`src/rtl/mips_ctrl_pkg.sv`:
```
// Shared opcode, state and control-bundle definitions for the
// multicycle MIPS sequencer.
package mips_ctrl_pkg;

  localparam logic [5:0] OP_RTYPE = 6'b000000;
  localparam logic [5:0] OP_J     = 6'b000010;
  localparam logic [5:0] OP_BEQ   = 6'b000100;
  localparam logic [5:0] OP_BNE   = 6'b000101;
  localparam logic [5:0] OP_ADDI  = 6'b001000;
  localparam logic [5:0] OP_LW    = 6'b100011;
  localparam logic [5:0] OP_SW    = 6'b101011;

  localparam logic [1:0] ALU_ADD   = 2'b00;
  localparam logic [1:0] ALU_SUB   = 2'b01;
  localparam logic [1:0] ALU_FUNCT = 2'b10;

  localparam logic [1:0] SRCB_RT     = 2'b00;
  localparam logic [1:0] SRCB_FOUR   = 2'b01;
  localparam logic [1:0] SRCB_IMM    = 2'b10;
  localparam logic [1:0] SRCB_IMM_SH = 2'b11;

  localparam logic [1:0] PCS_ALU    = 2'b00;
  localparam logic [1:0] PCS_ALUOUT = 2'b01;
  localparam logic [1:0] PCS_JUMP   = 2'b10;

  typedef enum logic [3:0] {
    S_FETCH     = 4'd0,
    S_DECODE    = 4'd1,
    S_MEM_ADDR  = 4'd2,
    S_MEM_READ  = 4'd3,
    S_MEM_WB    = 4'd4,
    S_MEM_WRITE = 4'd5,
    S_R_EXEC    = 4'd6,
    S_R_WB      = 4'd7,
    S_BRANCH    = 4'd8,
    S_ADDI_EXEC = 4'd9,
    S_ADDI_WB   = 4'd10,
    S_JUMP      = 4'd11,
    S_HALT      = 4'd12
  } state_e;

  typedef struct packed {
    logic       pc_write;
    logic       pc_write_cond;
    logic       iord;
    logic       mem_read;
    logic       mem_write;
    logic       ir_write;
    logic       mem_to_reg;
    logic       reg_write;
    logic       reg_dst;
    logic       alu_src_a;
    logic [1:0] alu_src_b;
    logic [1:0] alu_op;
    logic [1:0] pc_source;
    logic       bne;
    logic       instr_done;
    logic       halted;
  } ctrl_t;

endpackage

```
`src/rtl/mc_output_decode.sv`:
```
// Moore control decode: state (+opcode, mem_ready) -> control bundle.
// State 11 decodes to JUMP only when MC_JUMP_EN is defined.
module mc_output_decode
  import mips_ctrl_pkg::*;
(
  input  state_e      state,
  input  logic [5:0]  opcode,
  input  logic        mem_ready,
  output ctrl_t       ctrl
);

  always_comb begin
    ctrl = '0;
    case (state)
      S_FETCH: begin
        ctrl.mem_read  = 1'b1;
        ctrl.alu_src_b = SRCB_FOUR;
        ctrl.alu_op    = ALU_ADD;
        ctrl.pc_source = PCS_ALU;
        ctrl.ir_write  = mem_ready;
        ctrl.pc_write  = mem_ready;
      end
      S_DECODE: begin
        ctrl.alu_src_b = SRCB_IMM_SH;
        ctrl.alu_op    = ALU_ADD;
      end
      S_MEM_ADDR: begin
        ctrl.alu_src_a = 1'b1;
        ctrl.alu_src_b = SRCB_IMM;
      end
      S_MEM_READ: begin
        ctrl.mem_read = 1'b1;
        ctrl.iord     = 1'b1;
      end
      S_MEM_WB: begin
        ctrl.reg_write  = 1'b1;
        ctrl.mem_to_reg = 1'b1;
        ctrl.instr_done = 1'b1;
      end
      S_MEM_WRITE: begin
        ctrl.mem_write  = 1'b1;
        ctrl.iord       = 1'b1;
        ctrl.instr_done = mem_ready;
      end
      S_R_EXEC: begin
        ctrl.alu_src_a = 1'b1;
        ctrl.alu_src_b = SRCB_RT;
        ctrl.alu_op    = ALU_FUNCT;
      end
      S_R_WB: begin
        ctrl.reg_write  = 1'b1;
        ctrl.reg_dst    = 1'b1;
        ctrl.instr_done = 1'b1;
      end
      S_BRANCH: begin
        ctrl.alu_src_a     = 1'b1;
        ctrl.alu_src_b     = SRCB_RT;
        ctrl.alu_op        = ALU_SUB;
        ctrl.pc_write_cond = 1'b1;
        ctrl.pc_source     = PCS_ALUOUT;
        ctrl.bne           = (opcode == OP_BNE);
        ctrl.instr_done    = 1'b1;
      end
      S_ADDI_EXEC: begin
        ctrl.alu_src_a = 1'b1;
        ctrl.alu_src_b = SRCB_IMM;
      end
      S_ADDI_WB: begin
        ctrl.reg_write  = 1'b1;
        ctrl.instr_done = 1'b1;
      end
`ifdef MC_JUMP_EN
      S_JUMP: begin
        ctrl.pc_write   = 1'b1;
        ctrl.pc_source  = PCS_JUMP;
        ctrl.instr_done = 1'b1;
      end
`endif
      S_HALT: ctrl.halted = 1'b1;
      default: ctrl = '0;
    endcase
  end

endmodule

```
`src/rtl/multicycle_control.sv`:
```
// Multicycle MIPS control FSM: state register, next-state and sticky
// illegal flag. Optional J support under MC_JUMP_EN.
module multicycle_control
  import mips_ctrl_pkg::*;
#(
  parameter bit HALT_ON_ILLEGAL = 1'b1
) (
  input  logic       clk,
  input  logic       reset,
  input  logic [5:0] opcode,
  input  logic       mem_ready,
  output logic       PCWrite,
  output logic       PCWriteCond,
  output logic       IorD,
  output logic       MemRead,
  output logic       MemWrite,
  output logic       IRWrite,
  output logic       MemtoReg,
  output logic       RegWrite,
  output logic       RegDst,
  output logic       ALUSrcA,
  output logic [1:0] ALUSrcB,
  output logic [1:0] ALUOp,
  output logic [1:0] PCSource,
  output logic       BNE,
  output logic       instr_done,
  output logic       illegal_op,
  output logic       halted,
  output logic [3:0] state
);

  state_e state_q, state_d;
  logic   ill_q, ill_d;
  ctrl_t  ctrl, ctrl_o;

  always_ff @(posedge clk) begin
    if (reset) begin
      state_q <= S_FETCH;
      ill_q   <= 1'b0;
    end else begin
      state_q <= state_d;
      ill_q   <= ill_d;
    end
  end

  always_comb begin
    state_d = state_q;
    ill_d   = ill_q;
    case (state_q)
      S_FETCH:
        if (mem_ready) state_d = S_DECODE;
      S_DECODE: begin
        unique case (1'b1)
          (opcode == OP_LW),
          (opcode == OP_SW):    state_d = S_MEM_ADDR;
          (opcode == OP_RTYPE): state_d = S_R_EXEC;
          (opcode == OP_BEQ),
          (opcode == OP_BNE):   state_d = S_BRANCH;
          (opcode == OP_ADDI):  state_d = S_ADDI_EXEC;
`ifdef MC_JUMP_EN
          (opcode == OP_J):     state_d = S_JUMP;
`endif
          default: begin
            ill_d = 1'b1;
            if (HALT_ON_ILLEGAL) state_d = S_HALT;
            else                 state_d = S_FETCH;
          end
        endcase
      end
      S_MEM_ADDR:
        if (opcode == OP_SW) state_d = S_MEM_WRITE;
        else                 state_d = S_MEM_READ;
      S_MEM_READ:
        if (mem_ready) state_d = S_MEM_WB;
      S_MEM_WB:    state_d = S_FETCH;
      S_MEM_WRITE:
        if (mem_ready) state_d = S_FETCH;
      S_R_EXEC:    state_d = S_R_WB;
      S_R_WB:      state_d = S_FETCH;
      S_BRANCH:    state_d = S_FETCH;
      S_ADDI_EXEC: state_d = S_ADDI_WB;
      S_ADDI_WB:   state_d = S_FETCH;
      S_HALT:      state_d = S_HALT;
      default:     state_d = S_FETCH;
    endcase
  end

  mc_output_decode u_dec (
    .state     (state_q),
    .opcode    (opcode),
    .mem_ready (mem_ready),
    .ctrl      (ctrl)
  );

  // Reset kills every control immediately, so no partial commit.
  assign ctrl_o = reset ? '0 : ctrl;

  assign PCWrite     = ctrl_o.pc_write;
  assign PCWriteCond = ctrl_o.pc_write_cond;
  assign IorD        = ctrl_o.iord;
  assign MemRead     = ctrl_o.mem_read;
  assign MemWrite    = ctrl_o.mem_write;
  assign IRWrite     = ctrl_o.ir_write;
  assign MemtoReg    = ctrl_o.mem_to_reg;
  assign RegWrite    = ctrl_o.reg_write;
  assign RegDst      = ctrl_o.reg_dst;
  assign ALUSrcA     = ctrl_o.alu_src_a;
  assign ALUSrcB     = ctrl_o.alu_src_b;
  assign ALUOp       = ctrl_o.alu_op;
  assign PCSource    = ctrl_o.pc_source;
  assign BNE         = ctrl_o.bne;
  assign instr_done  = ctrl_o.instr_done;
  assign halted      = ctrl_o.halted;
  assign illegal_op  = ill_q & ~reset;
  assign state       = reset ? 4'd0 : state_q;

endmodule

```
`config.mk`:
```
export PLATFORM = sky130hd
export DESIGN_NAME = multicycle_control
export DESIGN_NICKNAME = d
export VERILOG_FILES = /design/src/rtl/mips_ctrl_pkg.sv /design/src/rtl/mc_output_decode.sv /design/src/rtl/multicycle_control.sv
export SDC_FILE = /design/constraint.sdc
export NUM_CORES = 1
export LEC_CHECK = 0
export ABC_CLOCK_PERIOD_IN_PS = 2400
export BUFFER_PORTS_ARGS = -buffer_cell sky130_fd_sc_hd__buf_4
export CAP_MARGIN = 20
export CORE_MARGIN = 8
export CORE_UTILIZATION = 33
export DETAILED_ROUTE_END_ITERATION = 8
export GPL_ROUTABILITY_DRIVEN = 0
export PLACE_DENSITY = 0.67
export SETUP_SLACK_MARGIN = 0.1
export SYNTH_ARGS = -nofsm -noshare
export SYNTH_HDL_FRONTEND = slang
export SYNTH_HIERARCHICAL = 1
export SYNTH_SLANG_ARGS = --single-unit
```
`constraint.sdc`:
```
create_clock -name clk -period 2.4 [get_ports clk]
set_clock_uncertainty 0.2 [all_clocks]
set_input_delay 0.72 -clock clk [delete_from_list [all_inputs] [get_ports clk]]
set_output_delay 0.72 -clock clk [all_outputs]
set_load 0.05 [all_outputs]
```
==> impl_metrics.ini <==
[yosys]
synth_edf_count = 0
ys_ff_latch = 5
synth_simple_gate_area_share_pct = 45.3
synth_warnings = 6
netlist_area_um2 = 878
synth_fa_ha_area_share_pct = 0
synthFlopType = dfxtp_1
synth_top_family_by_area = simple AND/OR/NAND/NOR gates
ys_types = 47
postSynthCellCount = 125
synth_compound_area_share_pct = 27.2
syn_nets = 134
async_flop_share_pct = 0
synth-xor-area-share_pct = 0.997
synthMuxAreaShare_pct = 1.14
synth.avg_cell_area_um2 = 7.03
ys_seq_area_share_pct = 11.4

[sta]
setup_viol = 4
tightest_slew_ns = 0.945
whs_ns = 0.318
fmax_ghz = 0.400
setup-tns-final_ns = -0.190
hold_viol = 0
finalCritPeriodShare_pct = 104
slew_headroom_pct = 36.9
finalWorstSetupSlack_ns = -0.101
drv_slew = 0
rsz0062_at_grt = yes
layout_min_cycle_time_ns = 2.50

[global_route]
grt_usage_pct = 12.4
grt_pass1_wl_um = 4620
grt_max_degree = 15
grt_pass1_vias = 1043
grt-ovfl-total = 0
antenna_found_initial = 0

[worst_setup_path]
end_kind = primary output
start_kind = primary input
critical_path_class = in2out
cp_max_fo = 2
crit_arrival_ns = 1.58
crit_required_ns = 1.48

[routing]
drc_errors = 0
routed_wl_um = 3140
first_iter_violations = 34
routedWlPerCell_um = 15.5
antenna_left = 0
num_vias = 1109
firstDrtPassIters = 4
via_per_inst = 5.49

[status]
status = finished with violations
violations = negative setup slack

[die]
fp.dieW_um = 67.6
start_util_pct = 35.1
fp-row-count = 18
pin_count = 33
dieArea_um2 = 4570
die_y_um = 67.6
core_um2 = 2500

[clocking]
cts_max_level = 1
root_buffer = clkbuf_4
cts_buffers = 3
clkSinkCount = 5
clock_latency_ns = 0.24
clk_pin_slew_ns = 0.04
hold_buffers = 0
cts_tree = built
cts_buffer_depth = 2

[power_and_ir_drop]
leakage_nw = 0.697
totalPowerFinal_mw = 0.582
power.density_nw_per_um2 = 327
vdd_ir_drop_max_uv = 477

[placement]
dp_cells = 187
hpwlAfterDp_um = 2050
place_area_um2 = 1340
io_buffer_count = 31
post-place-ws_ns = -0.201

[finish]
final_common_cell = buf_4
nNetsFinal = 182
stdcell_count = 202
final_area_um2 = 1780
area_growth_pct = 103
mostFrequentLayoutCells = 26 x buf_4, 18 x buf_6, 17 x nor2b_4, 11 x buf_8, 7 x nor2_1
drive_above_1_share_pct = 65.1
antenna_cells = 0
post-route-util_pct = 71.2

[worst_hold_path]
min_path_type = reg2reg

[job]
max-cap-violations = 0
[power by group]
| group | total, mW | switching [mW] | internal [mW] | leakage (nW) |
|---|---|---|---|---|
| sequential | 0.105 | 0.0151 | 0.0895 | 0.0438 |
| clock | 0.0969 | 0.0341 | 0.0628 | 0.0150 |
| combinational | 0.381 | 0.197 | 0.183 | 0.638 |
[area by class of cell]
cell class                 count  area [µm²]
tap                           30        37.5
fill                         173         719
sequential                     5         115
inverter                       6        27.5
clock buffer                   4        26.3
multi-input combinational     99         951
timing repair buffer          58         623
[worst max-delay path, cell delays in order]
cell and delay, ns:
buf_6 0.10, nor4b_4 0.24, and4b_1 0.22, nor2b_4 0.15, buf_8 0.15
[sequential cells by signal (all words and copies together) (netlist names)]
| signal | cells |
|---|---|
| state_q | 4 |
| ill_q | 1 |
[per-layer routing]
layer,routed length (µm),global-route usage (%),vias up
li1,-,-,532
met1,1200,13.9,529
met2,1670,22.6,44
met3,224,3.31,4
met4,37,2.61,0
met5,0,0,-
[cell usage after synthesis, types with 3 or more instances]
| master | count | area share (%) |
|---|---|---|
| a21oi_1 | 7 | 4.0 |
| buf_2 | 5 | 2.8 |
| buf_4 | 5 | 4.3 |
| dfxtp_1 | 5 | 11 |
| inv_1 | 6 | 2.6 |
| nor2_1 | 10 | 4.3 |
| nor2b_1 | 23 | 16 |
| nor3_1 | 7 | 4.0 |
| nor4b_1 | 3 | 3.0 |
| o21ai_0 | 5 | 2.8 |
| o21ai_1 | 3 | 1.7 |
[kinds of logic (layout without fill, tap and decap cells)]
logic type / after synthesis / in the layout
AND/OR/NAND/NOR: 63 / 63
AO/OA/AOI/OAI: 33 / 33
buffers and inverters: 21 / 68
flip-flops: 5 / 5
other: 1 / 1
XOR/XNOR: 1 / 1
multiplexers: 1 / 1
[repair_timing]
action | in CTS | in global routing
pin swaps | 5 | 8
gates resized for setup | 43 | 42
setup endpoints to repair | 20 | 19
setup buffers | 4 | 7
[worst paths after layout]
check | start | end | slack, ns | cells past startpoint
max | opcode[5] | BNE | -0.10 | 5
min | ill_q | ill_q | 0.32 | 2
max reg2reg | state_q[0] | state_q[2] | 0.71 | 7
min reg2reg | ill_q | ill_q | 0.32 | 2
Power figures use the tool's default switching activity.
